**config.mk**
```make
export PLATFORM = sky130hd
export DESIGN_NAME = i2c_regfile_ctrl
export DESIGN_NICKNAME = d
export VERILOG_FILES = /design/src/rtl/i2c_regfile_ctrl.sv
export SDC_FILE = /design/constraint.sdc
export NUM_CORES = 1
export LEC_CHECK = 0
export BUFFER_PORTS_ARGS = -buffer_cell sky130_fd_sc_hd__clkbuf_2
export CAP_MARGIN = 20
export CORE_ASPECT_RATIO = 2
export CORE_MARGIN = 8
export CORE_UTILIZATION = 40
export CTS_BUF_LIST = sky130_fd_sc_hd__clkbuf_16
export DETAILED_ROUTE_END_ITERATION = 8
export PLACE_DENSITY = 0.59
export SYNTH_ARGS = -nofsm -noshare
export SYNTH_HDL_FRONTEND = slang
export SYNTH_SLANG_ARGS = --single-unit
export TNS_END_PERCENT = 30
```
**constraint.sdc**
```tcl
create_clock -name clk -period 2.2 [get_ports clk]
set_input_delay 0.33 -clock clk [delete_from_list [all_inputs] [get_ports clk]]
set_output_delay 0.33 -clock clk [all_outputs]
set_load 0.05 [all_outputs]
```
**src/rtl/i2c_regfile_ctrl.sv**
```systemverilog
// Register bank shared by an I2C slave port (strobe-only, always wins) and one
// fabric requester (req/gnt, held off while I2C writes). Upper registers are sticky status.
module i2c_regfile_ctrl #(
    parameter int         NUM_REGS = 16,
    parameter int         RO_BASE  = 12,
    parameter logic [7:0] RST_VAL  = 8'h00
) (
    input  logic                              clk,
    input  logic                              rst_n,
    input  logic [7:0]                        i2c_addr_i,
    input  logic [7:0]                        i2c_wdata_i,
    input  logic                              i2c_wr_i,
    input  logic                              i2c_rd_i,
    output logic [7:0]                        i2c_rdata_o,
    input  logic                              lcl_req_i,
    input  logic                              lcl_we_i,
    input  logic [7:0]                        lcl_addr_i,
    input  logic [7:0]                        lcl_wdata_i,
    output logic                              lcl_gnt_o,
    output logic                              lcl_rvalid_o,
    output logic [7:0]                        lcl_rdata_o,
    input  logic [8*(NUM_REGS-RO_BASE)-1:0]   sts_i,
    output logic                              wr_evt_o,
    output logic [7:0]                        wr_evt_addr_o,
    output logic                              err_o
);

    localparam int         IDX_W      = $clog2(NUM_REGS);
    localparam logic [7:0] NUM_REGS_B = 8'(NUM_REGS);
    localparam logic [7:0] RO_BASE_B  = 8'(RO_BASE);

    typedef enum logic [1:0] {
        L_IDLE,
        L_WAIT,
        L_RESP
    } lstate_e;

    lstate_e    state_q;
    logic [7:0] regs_q [NUM_REGS];
    logic [7:0] regs_d [NUM_REGS];
    logic [7:0] lcl_rdata_q;
    logic       lcl_rvalid_q;
    logic       wr_evt_q;
    logic [7:0] wr_evt_addr_q;
    logic       err_q;
    logic       err_d;

    logic       lcl_fire;
    logic       lcl_rd_fire;
    logic       i2c_wr_ok;
    logic       lcl_wr_ok;
    logic [7:0] lcl_rd_val;

    // The fabric only proceeds in cycles without an I2C write, so the two
    // ports can never write the bank on the same edge.
    assign lcl_fire    = !i2c_wr_i && ((state_q == L_IDLE && lcl_req_i) || state_q == L_WAIT);
    assign lcl_rd_fire = lcl_fire && !lcl_we_i;
    assign i2c_wr_ok   = i2c_wr_i && (i2c_addr_i < RO_BASE_B);
    assign lcl_wr_ok   = lcl_fire && lcl_we_i && (lcl_addr_i < RO_BASE_B);

    assign err_d = err_q
                 | (i2c_wr_i && !(i2c_addr_i < RO_BASE_B))
                 | (lcl_fire && lcl_we_i && !(lcl_addr_i < RO_BASE_B));

    assign i2c_rdata_o = (i2c_addr_i < NUM_REGS_B) ? regs_q[i2c_addr_i[IDX_W-1:0]] : 8'h00;
    assign lcl_rd_val  = (lcl_addr_i < NUM_REGS_B) ? regs_q[lcl_addr_i[IDX_W-1:0]] : 8'h00;

    genvar gi;
    generate
        for (gi = 0; gi < NUM_REGS; gi++) begin : g_reg
            if (gi < RO_BASE) begin : g_rw
                assign regs_d[gi] = (i2c_wr_ok && i2c_addr_i == 8'(gi)) ? i2c_wdata_i :
                                    (lcl_wr_ok && lcl_addr_i == 8'(gi)) ? lcl_wdata_i :
                                    regs_q[gi];
            end else begin : g_sts
                logic clr;
                assign clr = i2c_rd_i && (i2c_addr_i == 8'(gi));
                // Set pulses are OR'd after the clear so a coincident set survives.
                assign regs_d[gi] = (clr ? 8'h00 : regs_q[gi]) | sts_i[(gi-RO_BASE)*8 +: 8];
            end
        end
    endgenerate

    always_ff @(posedge clk or negedge rst_n) begin
        if (!rst_n) begin
            for (int i = 0; i < NUM_REGS; i++) begin
                regs_q[i] <= (i < RO_BASE) ? RST_VAL : 8'h00;
            end
        end else begin
            for (int i = 0; i < NUM_REGS; i++) begin
                regs_q[i] <= regs_d[i];
            end
        end
    end

    always_ff @(posedge clk or negedge rst_n) begin
        if (!rst_n) begin
            state_q       <= L_IDLE;
            lcl_rdata_q   <= 8'h00;
            lcl_rvalid_q  <= 1'b0;
            wr_evt_q      <= 1'b0;
            wr_evt_addr_q <= 8'h00;
            err_q         <= 1'b0;
        end else begin
            lcl_rvalid_q <= lcl_rd_fire;
            if (lcl_rd_fire) begin
                lcl_rdata_q <= lcl_rd_val;
            end
            wr_evt_q <= i2c_wr_ok;
            if (i2c_wr_ok) begin
                wr_evt_addr_q <= i2c_addr_i;
            end
            err_q <= err_d;
            case (state_q)
                L_IDLE: begin
                    if (lcl_req_i) begin
                        if (i2c_wr_i)      state_q <= L_WAIT;
                        else if (lcl_we_i) state_q <= L_IDLE;
                        else               state_q <= L_RESP;
                    end
                end
                L_WAIT: begin
                    if (!i2c_wr_i) begin
                        state_q <= lcl_we_i ? L_IDLE : L_RESP;
                    end
                end
                L_RESP:  state_q <= L_IDLE;
                default: state_q <= L_IDLE;
            endcase
        end
    end

    assign lcl_gnt_o     = lcl_fire;
    assign lcl_rvalid_o  = lcl_rvalid_q;
    assign lcl_rdata_o   = lcl_rdata_q;
    assign wr_evt_o      = wr_evt_q;
    assign wr_evt_addr_o = wr_evt_addr_q;
    assign err_o         = err_q;

endmodule

```
Word level (Yosys, flattened, before mapping) --
Cells that the tools add are included.
Storage, ports and cells: register bits 149, output and inout bits 28, logic and storage cells 163
Operators by class: order comparisons 6, equality and inequality tests 29, mux-type cells 41, bitwise logic cells 8, reduce and logical (&&, ||, !) cells 57
Operators by type and width (number):
- 8-bit 2-to-1 mux | 34
- 8-bit by 4-bit == test with 1-bit output (second input constant) | 12
- 8-bit binary-select mux with 4-bit select | 2
- 8-bit by 3-bit == test with 1-bit output (second input constant) | 8
- 1-bit logical AND | 36
- 8-bit by 2-bit == test with 1-bit output (second input constant) | 4
- 8-bit OR | 4
- 2-bit nonzero test | 12
- 8-bit by 1-bit == test with 1-bit output (second input constant) | 2
- 8-bit logical NOT | 2
- 8-bit by 4-bit less-than comparator with 1-bit output (second input constant) | 2
- 8-bit by 5-bit less-than comparator with 1-bit output (second input constant) | 2
- 5-bit >= comparator (second input constant) | 2
- 4-bit NOT with 5-bit output | 2
- 2-bit 2-to-1 mux | 4
- 1-bit logical NOT | 4
- 2-bit inequality test (second input constant) | 2
- 2-bit case mux with 2 select lines | 1
- 2-bit by 1-bit == test with 1-bit output (second input constant) | 1
- 2-bit logical NOT | 1
- 1-bit OR | 2
- 2-bit AND reduction | 1
- 1-bit logical OR | 1

Depth between registers and ports, before layout --
Gate-level depths: netlist of run 1.
word-level depth 9, depth in mapped cells 7, depth with buffers taken out 5

Worst setup path before layout of run 1 --
OpenSTA, ideal clock, no wires.
kind input port to output port, from in i2c_addr_i[2], to out i2c_rdata_o[0], data arrival time 2169 ps, required time 1870 ps, slack -299 ps, stages 5, buffers on the path 3, cells stage by stage clkbuf_1 > buf_2 > buf_1 > mux2i_1 > o22ai_1
On the way: longest elaborated chain between the ends 5
RTL lines:
- start, declared | RTL line 10 | input logic [7:0] i2c_addr_i,
- 4-bit NOT with 5-bit output (implied by the code) | RTL line 65 | assign i2c_rdata_o = (i2c_addr_i < NUM_REGS_B) ? regs_q[i2c_addr_i[IDX_W-1:0]] : 8'h00;
- 8-bit binary-select mux with 4-bit select | RTL line 65
- 8-bit 2-to-1 mux (implied by the code) (2 in a row) | RTL line 65
- 8-bit 2-to-1 mux (*) | RTL line 65
- end, declared | RTL line 14 | output logic [7:0] i2c_rdata_o,
Mark *: on every way between the ends. The rest lies on a longest branch, timed or not. The select of a mux whose other input is x is not followed.

Worst setup path after layout of run 1 --
from reg regs_q[65] (netlist bit), to out i2c_rdata_o[1]
On the way: longest elaborated chain between the ends 4
RTL lines:
- start, declared | RTL line 39 | logic [7:0] regs_q [NUM_REGS];
- start signal, assigned by index | RTL line 87 | regs_q[i] <= (i < RO_BASE) ? RST_VAL : 8'h00;
- start signal, assigned by index | RTL line 91 | regs_q[i] <= regs_d[i];
- 8-bit binary-select mux with 4-bit select | RTL line 65
- 8-bit 2-to-1 mux (implied by the code) (2 in a row) | RTL line 65
- 8-bit 2-to-1 mux | RTL line 65
No other way between the ends. The select of a mux whose other input is x is not followed.

==> summary.txt, run 1 <==
outcome = finished with violations
failing checks = setup timing
placed cells = 1,228
Synth Area in Simple Gates = 14.49%
Final Hold Viols = 0
largest net degree at the start of global routing = 51
Worst Path Arrival = 1.89 ns
Post-Synthesis Cells = 854
WL final = 37,530 um
final worst slack = -0.01657 ns
Crit. End Element = output port
Buf+Inv Stages, Crit Path = 1
register area share after synthesis = 42.38%
post-synthesis cell type count = 47
Period minus WS final = 2.217 ns
# rows = 77
post-synthesis compound-gate area fraction = 19.84%
Synth Cell Area = 8798 um^2
Least-Margin Pin Slew = 0.5968 ns
main flop type after synthesis = dfrtp_1
ys async rst share = 100.0%
max cap viols = 0
P&R area growth vs syn = 24.66%
total CTS buffers = 17
vias in the first global route = 8,604
Final period util = 100.8%
worst hold-check path type = in -> reg
CP Launch Type = register
xor/xnor share of the synthesized area = 0%
Final Max Slew Viols = 0
Clock transition at path regs = 0.06 ns
Clock Path Buffers = 2
Post-DP HPWL = 26,410 um
list of most frequent post-synthesis cells = dfrtp_1 (149), o21ai_0 (91), nor2_1 (90), a31oi_1 (76)
worst path cell trace = mux4_2, mux2i_2, o22ai_2, buf_12
YS warnings = 0
Post-Syn Nets = 924
post-placement cell area = 10,290 um^2
area leader, netlist = dfrtp_1
1st-iter DRT viols = 854
Post-DRT Antenna Nets = 0
Post-Layout Inst Area = 10,970 um^2
DR vias = 8,413
CP max-delay cell = mux4_2
wire per inst = 29.60 um
total die area = 27,290 um^2
leakage = 4.552 nW
most numerous cell in the Yosys netlist = dfrtp_1
Rel. slew slack = 60.10%
Final Wtd Congestion = 0.9544
Die Height = 225.7 um
VDD IR max = 0.5025 mV
DRC = 0
clock skew = 0.01004 ns
Adder-Cell Fraction of Synth Area = 0%
Post-synth EDFFs = 0
DIE WIDTH = 120.9 um
H-tree depth = 4
Root Driver = clkbuf_16
drt pass-1 iters = 5
CTS tree = done
Post-Syn Area per Cell = 10.30 um^2
fin cells = 1,268
Final Setup Violations = 1
I/O pins = 98
first-pass GRT wire length = 55,680 um
CP required = 1.87 ns
antenna cell count = 0
Max Fclk = 451.1 MHz
critical path class = reg -> out
mux share of post-synthesis cell area = 18.59%
RSZ-0062 raised after global routing = true
largest family of logic cells by synthesized area = compound AO/OA/AOI/OAI gates
Critical Path Fanout Max = 3
GRT overflow = 0
initial antenna violation count = 1
core area = 21,870 um^2
Initial Util = 40.23%
Top Family by Delay on Critical Path = multiplexers
pre-CTS WS = 0.01329 ns
share of cells above drive strength 1 = 32.76%
final hold slack = 0.06769 ns
clock tree sinks = 149
critical path's largest stage delay = 0.50 ns
Cell Pwr Density = 651.6 nW/um^2
synthesized flop and latch total = 149
GRT Overall Usage = 28.20%
Via density = 6.635
synth top area cells = dfrtp_1 (42%), mux4_2 (16%), a31oi_1 (5.4%), o21ai_0 (5.2%), nor2_1 (3.8%)
input/output buffers = 97
Layout Nets = 1,050
clk_lat worst skew = 0.45 ns
Setup TNS = -0.01657 ns
post-synth top area share = 42.38%
worst paths after layout:
check	cells after the start	start	endpoint	slack, ns
max in group asynchronous	3	rst_n	regs_q[24]	1.09
min in group asynchronous	2	rst_n	regs_q[32]	0.42
worst max register to register	6	regs_q[1]	lcl_rdata_o[1]	0.20
worst min register to register	1	wr_evt_addr_o[3]	wr_evt_addr_o[3]	0.48
worst max-delay path	4	regs_q[65]	i2c_rdata_o[1]	-0.02
worst min-delay path	2	sts_i[31]	regs_q[7]	0.07
per-layer routing:
metal  wire [um]  track usage (%)  vias to the layer above
met4        3329            23.40                        2
met1       12730            30.80                     4197
li1            -                -                     3541
met5          12                0                        -
met2       18060            44.28                      514
met3        3400            8.338                      159
cell type report:
cell class | instances | area, um^2
clock inverter | 14 | 125.1
clock buffer | 17 | 425.4
multi-input combinational | 606 | 4718
inverter | 10 | 37.54
timing repair buffer | 196 | 1570
fill | 1953 | 10900
sequential | 149 | 3746
tap | 276 | 345.3
repair_timing:
item	in CTS	in global routing
pin swaps	3	1
buffers inserted	5	3
hold buffers	1	0
hold endpoints to repair	45	0
setup endpoints to repair	6	8
gates resized for setup	11	9
report_power, final:
| group | total (W) | switching [W] | internal, W |
|---|---|---|---|
| clock | 0.00283 | 0.00128 | 0.00155 |
| combinational | 0.00121 | 0.000672 | 0.000535 |
| sequential | 0.00311 | 0.000183 | 0.00293 |
sequential cells by signal, indices dropped and copies added, names as in the netlist:
name           cells
err_o              1
regs_q           128
lcl_rdata_o        8
wr_evt_o           1
lcl_rvalid_o       1
state_q            2
wr_evt_addr_o      8
cells in the final DEF (no fill, tap or decap), types with 2 or more instances in the layout:
cell type,synthesis,layout
dfrtp_2,0,14
a221o_1,4,4
a31oi_1,76,76
mux2_2,3,3
nand4_1,26,26
a221oi_1,8,8
or3_1,3,3
nor2b_1,6,6
clkinvlp_4,0,5
nand2_1,16,16
a21o_1,38,38
and3_1,10,9
mux4_2,64,64
and2_1,11,11
nor3_2,2,2
o32ai_1,4,4
nand3_1,64,63
buf_4,2,81
or4_1,2,2
clkinv_1,0,3
o21ai_0,91,91
buf_12,0,25
clkbuf_2,0,88
clkbuf_16,0,17
inv_6,0,4
a32o_1,5,5
nor3_1,3,3
nor2_1,90,90
nor4_4,2,3
nand3b_1,3,3
a21oi_1,23,23
a41oi_1,6,6
dfrtp_1,149,135
a22o_1,8,8
o22ai_2,0,7
mux2i_1,16,15
inv_1,10,10
kinds of logic after synthesis:
kind of cell           Yosys count
muxes                           83
AOI/OAI and AO/OA              275
DFF                            149
buffers and inverters           99
and+or+nand+nor                248
through the flow:
stage | utilization [%] | total power [W]
finish | 50.15 | 0.007147
global route | 50.15 | 0.007400
CTS | 49.92 | 0.007147
detailed placement | 47.07 | 0.004324
global placement | 47.07 | 0.004297
floorplan | - | 0.003802
No activity file was read; power rests on OpenSTA's default activity.
==> run 2: changes to the inputs <==
--- a/config.mk
+++ b/config.mk
@@ -5,14 +5,14 @@
 export SDC_FILE = /design/constraint.sdc
 export NUM_CORES = 1
 export LEC_CHECK = 0
-export BUFFER_PORTS_ARGS = -buffer_cell sky130_fd_sc_hd__clkbuf_2
 export CAP_MARGIN = 20
 export CORE_ASPECT_RATIO = 2
 export CORE_MARGIN = 8
 export CORE_UTILIZATION = 40
 export CTS_BUF_LIST = sky130_fd_sc_hd__clkbuf_16
 export DETAILED_ROUTE_END_ITERATION = 8
-export PLACE_DENSITY = 0.59
+export DONT_BUFFER_PORTS = 1
+export PLACE_DENSITY = 0.55
 export SYNTH_ARGS = -nofsm -noshare
 export SYNTH_HDL_FRONTEND = slang
 export SYNTH_SLANG_ARGS = --single-unit
==> constraint.sdc (replaced) <==
create_clock -name clk -period 2.3 [get_ports clk]
set_input_delay 0.345 -clock clk [delete_from_list [all_inputs] [get_ports clk]]
set_output_delay 0.345 -clock clk [all_outputs]
set_load 0.05 [all_outputs]
==> summary.txt, run 2 (synthesis results as in run 1) <==
Initial Util = 40.23% (unchanged)
max cap viols = 0 (unchanged)
GRT overflow = 0 (unchanged)
failing checks = hold timing
Final Setup Violations = 0 (-1)
Clock Path Buffers = 2 (unchanged)
DR vias = 7,973 (-5.2%)
critical path class = reg -> out
core area = 21,870 um^2 (unchanged)
Register Area = 3731 um^2 (-0.40%)
input/output buffers = 0 (-100%)
Final Power = 0.006568 W (-8.1%)
DIE WIDTH = 120.9 um (unchanged)
Rel. slew slack = 49.22% (-11 points)
Worst Path Arrival = 1.91 ns (+0.02 ns)
P&R area growth vs syn = 15.63%
vias in the first global route = 7,819 (-9.1%)
antenna cell count = 0 (unchanged)
H-tree depth = 4 (unchanged)
area occupied by multi-input gates = 4693 um^2 (-0.53%)
crit path from = regs_q[78]
Crit. End Element = output port
worst hold-check path type = in -> async
Clock transition at path regs = 0.07 ns (about the same)
# hold bufs at CTS = 32 (+31)
final core utilization = 46.52% (-3.6 points)
total die area = 27,290 um^2 (unchanged)
# rows = 77 (unchanged)
initial antenna violation count = 1 (unchanged)
reg2reg start = state_q[1]
1st-iter DRT viols = 1,017 (+19%)
CP required = 1.96 ns (+0.09 ns)
leakage = 4.012 nW (-12%)
Post-DP HPWL = 24,750 um (-6.3%)
Max Fclk = 443.7 MHz
VDD IR max = 0.4194 mV (-17%)
commonest cells after routing, fill and taps aside = dfrtp_1 (147), o21ai_0 (91), nor2_1 (90)
first-pass GRT wire length = 53,650 um (-3.6%)
Reg-to-Reg End = regs_q[93]
outcome = finished with violations
DRC = 0 (unchanged)
WL final = 36,450 um (-2.9%)
most common cell after layout, fill and taps aside = dfrtp_1
fill count = 1,992 (+2.0%)
GRT Overall Usage = 27.26% (-0.94 points)
Die Height = 225.7 um (unchanged)
largest net degree at the start of global routing = 150 (+190%)
CTS tree = done
Biggest register = regs_q
Final Hold Viols = 149 (+149)
CP Launch Type = register
clk_lat worst skew = 0.45 ns (about the same)
clock tree sinks = 149 (unchanged)
Critical Path Fanout Max = 3 (unchanged)
Post-DRT Antenna Nets = 0 (unchanged)
I/O pins = 98 (unchanged)
final hold slack = -0.4105 ns (-0.4781 ns)
Least-Margin Pin Slew = 0.7608 ns (+0.1640 ns)
worst reg-to-reg setup slack = 0.20 ns (about the same)
share of cells above drive strength 1 = 19.66% (-13 points)
drt pass-1 iters = 5 (unchanged)
clock skew = 0.01549 ns (+0.005443 ns)
Final Wtd Congestion = 0.9215 (-3.4%)
number of flip-flops in the largest register = 128 (unchanged)
Period minus WS final = 2.254 ns
Cell Pwr Density = 645.6 nW/um^2 (-0.92%)
Final Max Slew Viols = 0 (unchanged)
RSZ-0062 raised after global routing = false
Final period util = 98.00%
Layout Nets = 942 (-10%)
worst-case reg-to-reg path depth = 5 (-1)
Via density = 6.867 (+3.5%)
Root Driver = clkbuf_16
total CTS buffers = 17 (unchanged)
wire per inst = 31.40 um (+6.1%)
-- run 2: layout make-up --
type	count	area share, %
Multi-Input combinational cell	606	46.13
Sequential cell	149	36.67
Clock buffer	17	4.182
Tap cell	276	3.394
Timing Repair Buffer	88	7.896
Clock inverter	15	1.353
Inverter	10	0.3690
-- run 2: repair_timing --
| action | in CTS | in global routing |
|---|---|---|
| buffers inserted | 0 | 1 |
| endpoints found under the hold margin | 181 | 149 |
| endpoints found under the setup margin | 0 | 3 |
| gates resized for setup | 0 | 4 |
-- run 2: stage by stage --
stage               TNS, ns  std cells  hold WS [ns]  instance area (um^2)  setup WS, ns
finish                    0       1161       -0.4105                 10170       0.04599
global route              0       1161       -0.4321                 10170      0.007127
CTS                       0       1160       -0.4268                 10150       0.01639
detailed placement        0       1096       0.05935                  9270        0.1575
global placement          0       1096       0.05976                  9270        0.2335
floorplan            -1.373        854       0.04941                  8811       -0.2289
-- run 2: worst max path at each step --
stage	endpoint	slack, ns	cells after the start
6_report	i2c_rdata_o[6]	0.05	4
5_1_grt	i2c_rdata_o[0]	0.007	4
4_1_cts	i2c_rdata_o[3]	0.02	4
3_5_place_dp	regs_q[31]	0.16	5
3_3_place_gp	regs_q[30]	0.23	5
2_1_floorplan	i2c_rdata_o[2]	-0.23	5
-- run 2: power by group --
group	internal, W	switching (W)	total [W]
clock network	0.00143	0.00131	0.00274
logic	0.000438	0.000329	0.000766
registers	0.00280	0.000268	0.00306
-- run 2: metal layers --
layer	track usage [%]	share of wire (%)	vias to the layer above
met1	30.72	34	4045
met3	7.011	8.5	116
met2	43.69	49	481
met4	19.91	8.2	0
met5	0	0	-
li1	-	-	3331
-- run 2: critical path, cell delays in order (launching register included) --
cell and delay [ns]:
dfrtp_1 0.46, mux4_2 0.48, mux2i_1 0.18, o22ai_1 0.12, buf_4 0.21
==> run 3: changes to the inputs <==
--- a/config.mk
+++ b/config.mk
@@ -6,13 +6,15 @@
 export NUM_CORES = 1
 export LEC_CHECK = 0
 export CAP_MARGIN = 20
+export CELL_PAD_IN_SITES_DETAIL_PLACEMENT = 0
+export CELL_PAD_IN_SITES_GLOBAL_PLACEMENT = 1
 export CORE_ASPECT_RATIO = 2
 export CORE_MARGIN = 8
 export CORE_UTILIZATION = 40
 export CTS_BUF_LIST = sky130_fd_sc_hd__clkbuf_16
 export DETAILED_ROUTE_END_ITERATION = 8
 export DONT_BUFFER_PORTS = 1
-export PLACE_DENSITY = 0.55
+export PLACE_DENSITY = 0.67
 export SYNTH_ARGS = -nofsm -noshare
 export SYNTH_HDL_FRONTEND = slang
 export SYNTH_SLANG_ARGS = --single-unit
==> summary.txt, run 3 (synthesis results as in run 1) <==
final core utilization = 46.38% (-0.14 points)
VDD IR max = 0.4934 mV (+18%)
register share of total power = 47.4% (+0.8 points)
largest net degree at the start of global routing = 150 (unchanged)
Root Driver = clkbuf_16
DRC = 0 (unchanged)
Post-DP HPWL = 25,050 um (+1.2%)
wire per inst = 30.52 um (-2.8%)
CP required = 1.96 ns (about the same)
antenna cell count = 0 (unchanged)
Die Height = 225.7 um (unchanged)
core area = 21,870 um^2 (unchanged)
commonest cells after routing, fill and taps aside = dfrtp_1 (141), o21ai_0 (91), nor2_1 (90)
final hold slack = -0.4111 ns (-0.0006470 ns)
Cell Pwr Density = 637.3 nW/um^2 (-1.3%)
total CTS buffers = 17 (unchanged)
outcome = finished with violations
Max Fclk = 439.1 MHz (-1.0%)
Initial Util = 40.23% (unchanged)
Final Max Slew Viols = 0 (unchanged)
fill count = 1,999 (+0.35%)
drt pass-1 iters = 6 (+1)
Worst Path Arrival = 1.93 ns (+0.02 ns)
Switching Fraction = 28.45% (-0.58 points)
share of cells above drive strength 1 = 19.91% (+0.25 points)
GRT Overall Usage = 26.33% (-0.93 points)
WL final = 35,100 um (-3.7%)
1st-iter DRT viols = 997 (-2.0%)
sw power = 0.001839 W (-3.5%)
total die area = 27,290 um^2 (unchanged)
DIE WIDTH = 120.9 um (unchanged)
clock power share = 40.3% (-1.4 points)
first-pass GRT wire length = 52,520 um (-2.1%)
Register Area = 3739 um^2 (+0.20%)
vias in the first global route = 7,696 (-1.6%)
I/O pins = 98 (unchanged)
critical path class = reg -> out
Final Hold Viols = 149 (unchanged)
Post-DRT Antenna Nets = 0 (unchanged)
Setup TNS = 0 ns (unchanged)
Clock Path Buffers = 2 (unchanged)
GRT overflow = 0 (unchanged)
Via density = 6.844 (-0.34%)
# rows = 77 (unchanged)
CTS tree = done
Clock transition at path regs = 0.07 ns (about the same)
initial antenna violation count = 1 (unchanged)
Final period util = 99.02% (+1.0 points)
area occupied by multi-input gates = 4773 um^2 (+1.7%)
Buf+Inv Stages, Crit Path = 1 (unchanged)
P&R area growth vs syn = 15.29%
critical path's largest stage delay = 0.51 ns (+0.03 ns)
Top Family by Delay on Critical Path = multiplexers
most common cell after layout, fill and taps aside = dfrtp_1
input/output buffers = 0 (unchanged)
clock tree sinks = 149 (unchanged)
DR vias = 7,871 (-1.3%)
number of flip-flops in the largest register = 128 (unchanged)
worst path cell trace = mux4_2, mux2i_4, o22ai_4, buf_12
Final Setup Violations = 0 (unchanged)
Internal Power = 0.004625 W (-0.78%)
setup bufs post-CTS = 0 (unchanged)
Layout Nets = 931 (-1.2%)
combinational share of power = 12.3% (+0.6 points)
Critical Path Fanout Max = 3 (unchanged)
max cap viols = 0 (unchanged)
CP Launch Type = register
Rel. slew slack = 53.48% (+4.3 points)
# hold bufs at CTS = 32 (unchanged)
failing checks = hold timing
Period minus WS final = 2.278 ns (+0.02356 ns)
Biggest register = regs_q
CP max-delay cell = mux4_2
Least-Margin Pin Slew = 0.6921 ns (-0.06875 ns)
Final Wtd Congestion = 0.9384 (+1.8%)
leakage = 3.930 nW (-2.0%)
worst hold-check path type = in -> async
H-tree depth = 4 (unchanged)
RSZ-0062 raised after global routing = true
clock skew = 0.01621 ns (+0.0007176 ns)
clk_lat worst skew = 0.45 ns (about the same)
Crit. End Element = output port
Final Power = 0.006465 W (-1.6%)
[run 3: final timing paths]
check,slack (ns),start,endpoint,depth (start not counted)
worst max-delay path,0.02,regs_q[25],i2c_rdata_o[1],4
worst min-delay path,-0.41,rst_n,err_o,0
worst max register to register,0.32,regs_q[2],lcl_rdata_o[2],4
worst min register to register,0.52,regs_q[3],regs_q[3],1
max in group asynchronous,2.31,rst_n,regs_q[1],0
min in group clk,0.05,i2c_wdata_i[6],regs_q[62],2
[run 3: area by class of cell]
| class | instances | area share, % |
|---|---|---|
| Clock buffer | 17 | 4.194 |
| Clock inverter | 15 | 1.061 |
| Inverter | 10 | 0.3700 |
| Multi-Input combinational cell | 606 | 47.06 |
| Sequential cell | 149 | 36.86 |
| Tap cell | 276 | 3.404 |
| Timing Repair Buffer | 77 | 7.056 |
[run 3: power by group through the flow]
stage               combinational [W]  clock (W)  sequential [W]
global route                 0.000848    0.00276         0.00308
CTS                          0.000784    0.00264         0.00305
floorplan                    0.000646          0         0.00299
finish                       0.000792    0.00261         0.00307
global placement             0.000694          0         0.00310
detailed placement           0.000710          0         0.00310
[run 3: layer usage]
metal / track usage [%] / part of all wire (%) / vias up
met1: 31.06 / 36 / 4019
met4: 14.92 / 5.4 / 2
met5: 0 / 0.034 / -
li1: - / - / 3304
met2: 43.49 / 51 / 466
met3: 5.408 / 7.8 / 80
[run 3: worst register-to-register path, cell delays in order, from the launching register on]
cell      delay (ns)
dfrtp_1         0.47
mux4_2          0.49
a22o_1          0.24
a221oi_1        0.47
o21ai_0         0.16
[run 3: repair_timing]
item,CTS,global route
endpoints found under the hold margin,181,149
resized for setup,23,2
pin swaps,1,0
endpoints found under the setup margin,4,3
[run 3: through the flow]
| stage | worst slack, ns | instance area (um^2) | cells |
|---|---|---|---|
| after floorplan | -0.2289 | 8811 | 854 |
| after global placement | 0.08596 | 9183 | 1086 |
| after detailed placement | 0.08407 | 9183 | 1086 |
| after CTS | 0.002800 | 10130 | 1150 |
| after global routing | -0.01199 | 10140 | 1150 |
| final | 0.02243 | 10140 | 1150 |
